<file path="config.mk">
export PLATFORM = sky130hd
export DESIGN_NAME = gbsha_fir_mac_flat
export DESIGN_NICKNAME = d
export VERILOG_FILES = /design/src/rtl/gbsha_fir_pkg.sv /design/src/rtl/gbsha_fir_mac_if.sv /design/src/rtl/gbsha_fir_sat.sv /design/src/rtl/gbsha_fir_mac.sv /design/src/flat_wrapper.sv
export SDC_FILE = /design/constraint.sdc
export NUM_CORES = 1
export LEC_CHECK = 0
export CORE_UTILIZATION = 40
export CTS_BUF_LIST = sky130_fd_sc_hd__clkbuf_16
export CTS_CLUSTER_SIZE = 10
export DETAILED_ROUTE_END_ITERATION = 8
export DONT_BUFFER_PORTS = 1
export PLACE_DENSITY = 0.59
export SYNTH_ARGS = -nofsm -noshare
export SYNTH_HDL_FRONTEND = slang
export SYNTH_HIERARCHICAL = 1
export SYNTH_SLANG_ARGS = --single-unit
export TNS_END_PERCENT = 20
</file>
<file path="constraint.sdc">
create_clock -name clk -period 6.1 [get_ports clk]
set_input_delay 1.22 -clock clk [delete_from_list [all_inputs] [get_ports clk]]
set_output_delay 1.22 -clock clk [all_outputs]
set_load 0.02 [all_outputs]
</file>
<file path="src/rtl/gbsha_fir_pkg.sv">
// Shared types and helpers for the coefficient-programmable FIR MAC:
// FSM states, accumulator width rule and output saturation bounds.
package gbsha_fir_pkg;

   typedef enum logic [1:0] {
      IDLE = 2'd0,
      MAC  = 2'd1,
      OUT  = 2'd2
   } state_t;

   // Wide enough for N_TAPS full-scale products without overflow.
   function automatic int acc_width(input int bw_in, input int bw_coef, input int n_taps);
      return bw_in + bw_coef + $clog2(n_taps);
   endfunction

   localparam int DEF_BW_OUT = 6;
   localparam int SAT_HI     = (1 << (DEF_BW_OUT - 1)) - 1;
   localparam int SAT_LO     = -(1 << (DEF_BW_OUT - 1));

endpackage

</file>
<file path="src/rtl/gbsha_fir_mac_if.sv">
// Sample/coefficient load channel and result channel of the FIR MAC.
// The tile's pad mux side is the master; the filter is the slave.
interface gbsha_fir_mac_if #(
   parameter int BW_IN  = 6,
   parameter int BW_OUT = 6
);
   logic                     mode;
   logic                     in_valid;
   logic signed [BW_IN-1:0]  x_in;
   logic                     in_ready;
   logic signed [BW_OUT-1:0] y_out;
   logic                     y_valid;

   modport master (
      output mode, in_valid, x_in,
      input  in_ready, y_out, y_valid
   );

   modport slave (
      input  mode, in_valid, x_in,
      output in_ready, y_out, y_valid
   );
endinterface

</file>
<file path="src/rtl/gbsha_fir_sat.sv">
// Combinational floor arithmetic right shift followed by saturation of the
// accumulator into the signed output range.
module gbsha_fir_sat
   import gbsha_fir_pkg::*;
#(
   parameter int ACC_W     = 13,
   parameter int BW_OUT    = 6,
   parameter int OUT_SHIFT = 0
) (
   input  logic signed [ACC_W-1:0]  acc,
   output logic signed [BW_OUT-1:0] y
);
   localparam logic signed [ACC_W-1:0] HI = {{(ACC_W-BW_OUT+1){1'b0}}, {(BW_OUT-1){1'b1}}};
   localparam logic signed [ACC_W-1:0] LO = {{(ACC_W-BW_OUT+1){1'b1}}, {(BW_OUT-1){1'b0}}};

   logic signed [ACC_W-1:0] shifted;

   always_comb begin
      shifted = acc >>> OUT_SHIFT;
      if (shifted > HI) begin
         y = HI[BW_OUT-1:0];
      end else if (shifted < LO) begin
         y = LO[BW_OUT-1:0];
      end else begin
         y = shifted[BW_OUT-1:0];
      end
   end
endmodule

</file>
<file path="src/rtl/gbsha_fir_mac.sv">
// Coefficient-programmable FIR filter: one shared multiplier walks the taps
// sequentially, then the sum is shifted and saturated to the output width.
module gbsha_fir_mac
   import gbsha_fir_pkg::*;
#(
   parameter int N_TAPS    = 8,
   parameter int BW_IN     = 6,
   parameter int BW_COEF   = 4,
   parameter int BW_OUT    = 6,
   parameter int OUT_SHIFT = 0
) (
   input  logic            clk,
   input  logic            reset,
   gbsha_fir_mac_if.slave  bus
);
   localparam int ACC_W  = acc_width(BW_IN, BW_COEF, N_TAPS);
   localparam int IDX_W  = $clog2(N_TAPS);
   localparam int PROD_W = BW_IN + BW_COEF;

   state_t                    state, state_next;
   logic signed [BW_IN-1:0]   x_dl [N_TAPS];
   logic signed [BW_COEF-1:0] coef [N_TAPS];
   logic signed [ACC_W-1:0]   acc;
   logic [IDX_W-1:0]          tap_idx;

   logic signed [PROD_W-1:0]  prod;
   logic signed [ACC_W-1:0]   acc_sum;
   logic signed [BW_OUT-1:0]  sat_y;
   logic                      last_tap;
   logic                      take;

   assign take         = bus.in_valid && (state == IDLE);
   assign last_tap     = (tap_idx == IDX_W'(N_TAPS - 1));
   assign bus.in_ready = (state == IDLE);

   always_comb begin
      prod    = coef[tap_idx] * x_dl[tap_idx];
      acc_sum = acc + $signed({{(ACC_W-PROD_W){prod[PROD_W-1]}}, prod});
   end

   gbsha_fir_sat #(
      .ACC_W     (ACC_W),
      .BW_OUT    (BW_OUT),
      .OUT_SHIFT (OUT_SHIFT)
   ) u_sat (
      .acc (acc_sum),
      .y   (sat_y)
   );

   // NOTE: state registers use non-blocking assignments so every flop samples pre-edge values.
   always_ff @(posedge clk) begin
      if (reset) begin
         state <= IDLE;
      end else begin
         state <= state_next;
      end
   end

   // NOTE: state_next gets a default before the case so no path infers a latch.
   always_comb begin
      state_next = state;
      unique case (state)
         IDLE:    if (take && !bus.mode) state_next = MAC;
         MAC:     if (last_tap) state_next = OUT;
         OUT:     state_next = IDLE;
         default: state_next = IDLE;
      endcase
   end

   // The final product is folded in while registering the output, so y_valid
   // is high exactly during the OUT cycle.
   always_ff @(posedge clk) begin
      if (reset) begin
         // NOTE: the arrays are reset on purpose: identity coefficients and a clear delay line are visible behaviour.
         for (int k = 0; k < N_TAPS; k++) begin
            x_dl[k] <= '0;
            coef[k] <= '0;
         end
         coef[0] <= BW_COEF'(1);
         acc     <= '0;
         tap_idx <= '0;
         bus.y_out   <= '0;
         bus.y_valid <= 1'b0;
      end else begin
         bus.y_valid <= 1'b0;
         unique case (state)
            IDLE: begin
               if (take && bus.mode) begin
                  for (int k = 0; k < N_TAPS - 1; k++) coef[k] <= coef[k+1];
                  coef[N_TAPS-1] <= $signed(bus.x_in[BW_COEF-1:0]);
               end else if (take) begin
                  x_dl[0] <= bus.x_in;
                  for (int k = 1; k < N_TAPS; k++) x_dl[k] <= x_dl[k-1];
                  acc     <= '0;
                  tap_idx <= '0;
               end
            end
            MAC: begin
               acc     <= acc_sum;
               tap_idx <= tap_idx + IDX_W'(1);
               if (last_tap) begin
                  bus.y_out   <= sat_y;
                  bus.y_valid <= 1'b1;
               end
            end
            default: ;
         endcase
      end
   end
endmodule

</file>
<file path="src/flat_wrapper.sv">
// flat-port wrapper written by rule: the top's interface ports become plain ports
module gbsha_fir_mac_flat import gbsha_fir_pkg::*;
#(
   parameter int N_TAPS    = 8,
   parameter int BW_IN     = 6,
   parameter int BW_COEF   = 4,
   parameter int BW_OUT    = 6,
   parameter int OUT_SHIFT = 0
)
  (clk, reset, bus_mode, bus_in_valid, bus_x_in, bus_in_ready, bus_y_out, bus_y_valid);
  gbsha_fir_mac_if #(.BW_IN(BW_IN), .BW_OUT(BW_OUT)) bus_i ();
  input  logic clk;
  input  logic reset;
  input wire logic [$bits(bus_i.mode)-1:0] bus_mode;
  input wire logic [$bits(bus_i.in_valid)-1:0] bus_in_valid;
  input wire logic [$bits(bus_i.x_in)-1:0] bus_x_in;
  output wire logic [$bits(bus_i.in_ready)-1:0] bus_in_ready;
  output wire logic [$bits(bus_i.y_out)-1:0] bus_y_out;
  output wire logic [$bits(bus_i.y_valid)-1:0] bus_y_valid;
  assign bus_i.mode = bus_mode;
  assign bus_i.in_valid = bus_in_valid;
  assign bus_i.x_in = bus_x_in;
  assign bus_in_ready = bus_i.in_ready;
  assign bus_y_out = bus_i.y_out;
  assign bus_y_valid = bus_i.y_valid;
  gbsha_fir_mac #(.N_TAPS(N_TAPS), .BW_IN(BW_IN), .BW_COEF(BW_COEF), .BW_OUT(BW_OUT), .OUT_SHIFT(OUT_SHIFT)) u_core (.clk(clk), .reset(reset), .bus(bus_i));
endmodule
</file>
==> impl_metrics.toml <==
[run_status]
status = "finished with violations"
violations = "DRC"

[critical_path]
cp_slowest_cell = "mux4_1"
crit_arrival_ns = 6.05
crit_required_ns = 6.35
path_delay_family = "adder cells"
worst-path-max-fanout = 7
cpPeakStageDelay_ns = 0.57
end_kind = "flop"
critPathKind = "reg -> reg"
worst-path-buf-inv = 4
crit_top_cell = "fa_1"
crit_chain = "buf_4 > mux4_1 > mux2i_1 > buf_4 > nor2b_1 > fa_1 > fa_1 > inv_1 > fa_1 > inv_1 > ha_1 > or4_1 > a211o_1 > a31o_1 > xor2_1 > or4_4 > nor4_1 > o2bb2ai_1 > nand3_1 > a21oi_1"
critPathLaunchType = "flop"

[cts]
cts_buffers = 9
clockRootBuffer = "clkbuf_16"
clk_pin_slew_ns = 0.08
clock_path_buffers = 2
cts_setup_buffers = 0
cts_tree = "done"
htreeDepth = 3
hold_buffers = 0
cts.sinks = 108
clk_latency_ns = 0.36
post_cts_resize_count = 0

[pwr]
finalPower_mw = 2.04
pwr-share-seq_pct = 42.6
p_int_mw = 1.37
pwr-share-clk_pct = 28.5
power.switching_uw = 668
p_sw_share_pct = 32.8
power.density_nw_per_um2 = 308
power_frac_comb_pct = 28.9
p_leak_nw = 2.63
vdd.ir_drop.worst_mv = 0.219

[logic_synthesis]
synth-seq-cells = 108
yosys_warnings = 6
synth_top_area_share_pct = 39.7
syn_nets = 540
synthTopCellsByArea = "edfxtp_1 40%, dfxtp_1 9.3%, fa_1 8.6%"
syn_area_per_cell_sq_um = 12.7
yosys.area.top_type = "edfxtp_1"
synthAdderAreaFrac_pct = 14.6
synth-seq-area-share_pct = 48.9
ys.flop_type = "edfxtp_1"
async_flop_share_pct = 0
synthMuxAreaShare_pct = 9.98
synthSimpleGateAreaFrac_pct = 14.1
syn_area_sq_um = 6050
synth_compound_gate_area_share_pct = 6.14
synth_edf_count = 80
synth_top_family_by_area = "adder cells"
synthCells = 475
synth_xor_area_share_pct = 2.00
synth_cell_type_count = 48

[routing]
drt_wl_total_mm = 11.1
drc = 4
drt_pass1_iterations = 6
wl_per_cell_microns = 16.6
drtIter0Drc = 271
ant_nets = 0
vias_per_cell = 5.27
vias = 3519

[sta]
fin_skew_ns = 0.00595
relSlewSlack_pct = 18.3
hold_violations = 0
finalSetupViolCount = 0
fmax_mhz = 172
fin_crit_sh_pct = 95.0
grt_setup_unrepaired = "yes"
fin_crit_ns = 5.80
worst_pin_slew_ns = 1.22
timing.final.max_slew_violations = 0

[placed_design]
io_buffers = 0
dpl.cell_count = 652
place_congestion = 0.818
detailed_place_hpwl_mm = 7.59

[grt]
grt_pass1_wl_mm = 18.3
grt_pass1_vias = 3576
grt_use_total_pct = 15.1
grt_start_max_net_pins = 49
grt-ovfl-total = 0
antenna_found_initial = 0

[floorplanning]
row_count = 44
ios = 18
fp.dieH_microns = 125
dieWidth_microns = 125
core_sq_um = 14600
start_util_pct = 41.3
dieArea_sq_um = 15600

[finish]
drive_gt1_share_pct = 11.8
area_growth_pct = 9.24
finish.utilization_pct = 45.2
n_antenna_cell = 0
fin_cells = 668
fillers = 1371
layout.nets = 544

[job]
drv_cap = 0

[worst_hold_path]
hold_path_class = "reg -> reg"
logic make-up (layout without fill, tap and decap cells):
group / after synthesis / after routing
xor gates and xnor gates: 13 / 13
adders and majority gates: 55 / 55
buffers and inverters: 66 / 75
and+or+nand+nor: 152 / 152
DFF: 108 / 108
muxes: 31 / 31
AOI/OAI and AO/OA: 50 / 50
power by group through the flow:
stage	clock (mW)	combinational, mW	sequential (mW)
3_3_place_gp	0	0.572	0.884
4_1_cts	0.596	0.586	0.868
5_1_grt	0.618	0.670	0.874
6_report	0.581	0.589	0.868
3_5_place_dp	0	0.582	0.884
2_1_floorplan	0	0.467	0.874
path summary, 6_finish.rpt:
| path | startpoint | to | slack [ns] | depth (start not counted) |
|---|---|---|---|---|
| setup / recovery | flop | u_core/bus.y_out[3] | 0.30 | 20 |
| hold / removal | u_core/acc[2] | u_core/acc[2] | 0.50 | 1 |
| setup reg to reg | flop | u_core/bus.y_out[3] | 0.30 | 20 |
| hold reg to reg | u_core/acc[2] | u_core/acc[2] | 0.50 | 1 |
stage by stage:
stage / TNS (ns) / hold slack [ns] / area (sq um) / worst slack, ns
after global routing: -0.00484 / 0.521 / 6610 / -0.00484
after global placement: 0 / 0.468 / 6300 / 0.320
after detailed placement: 0 / 0.477 / 6300 / 0.167
after CTS: 0 / 0.496 / 6590 / 0.158
after floorplan: 0 / 0.449 / 6050 / 0.381
final: 0 / 0.497 / 6610 / 0.303
final cells by class:
class	instances	area, sq um	area share (%)
well taps	184	230	3.48
inverters	46	173	2.61
repair buffers	13	105	1.59
multi-input cells	301	2850	43.1
flip-flops and latches	108	2960	44.8
clock buffers	9	225	3.41
clock inverters	7	66.3	1.00
sequential cells by signal, indices dropped and copies added (netlist names), named ones only:
name and cells:
u_core/x_dl 48, u_core/bus.y_valid 1, u_core/tap_idx 3, u_core/bus.y_out 6, u_core/acc 13, u_core/state 2, u_core/coef 32
cells in the mapped netlist, drive strengths merged, types with 4 or more instances:
| master | instances |
|---|---|
| edfxtp | 80 |
| and2 | 55 |
| inv | 46 |
| nor2b | 32 |
| ha | 29 |
| dfxtp | 28 |
| nor2 | 28 |
| fa | 26 |
| mux4 | 20 |
| clkbuf | 15 |
| a22o | 13 |
| mux2i | 11 |
| nand2 | 11 |
| a21oi | 9 |
| nand3 | 8 |
| xnor2 | 8 |
| buf | 5 |
| nor4 | 5 |
| o21ai | 5 |
| o2bb2ai | 5 |
| xor2 | 5 |
| or2 | 4 |
layout by cell type (no fill, tap or decap), drive strengths merged, types with 20 or more instances in the layout:
cell / synthesis / routed
nor2b: 32 / 32
and2: 55 / 55
dfxtp: 28 / 28
ha: 29 / 29
fa: 26 / 26
inv: 46 / 50
nor2: 28 / 28
edfxtp: 80 / 80
mux4: 20 / 20
routing by layer:
layer	global-route usage (%)	routed length, microns	vias up
met5	0	0	-
met4	5.67	146	0
met3	3.12	286	10
met2	24.2	5220	39
met1	20.2	5430	1795
li1	-	-	1675
(Power assumes the default switching activity.)
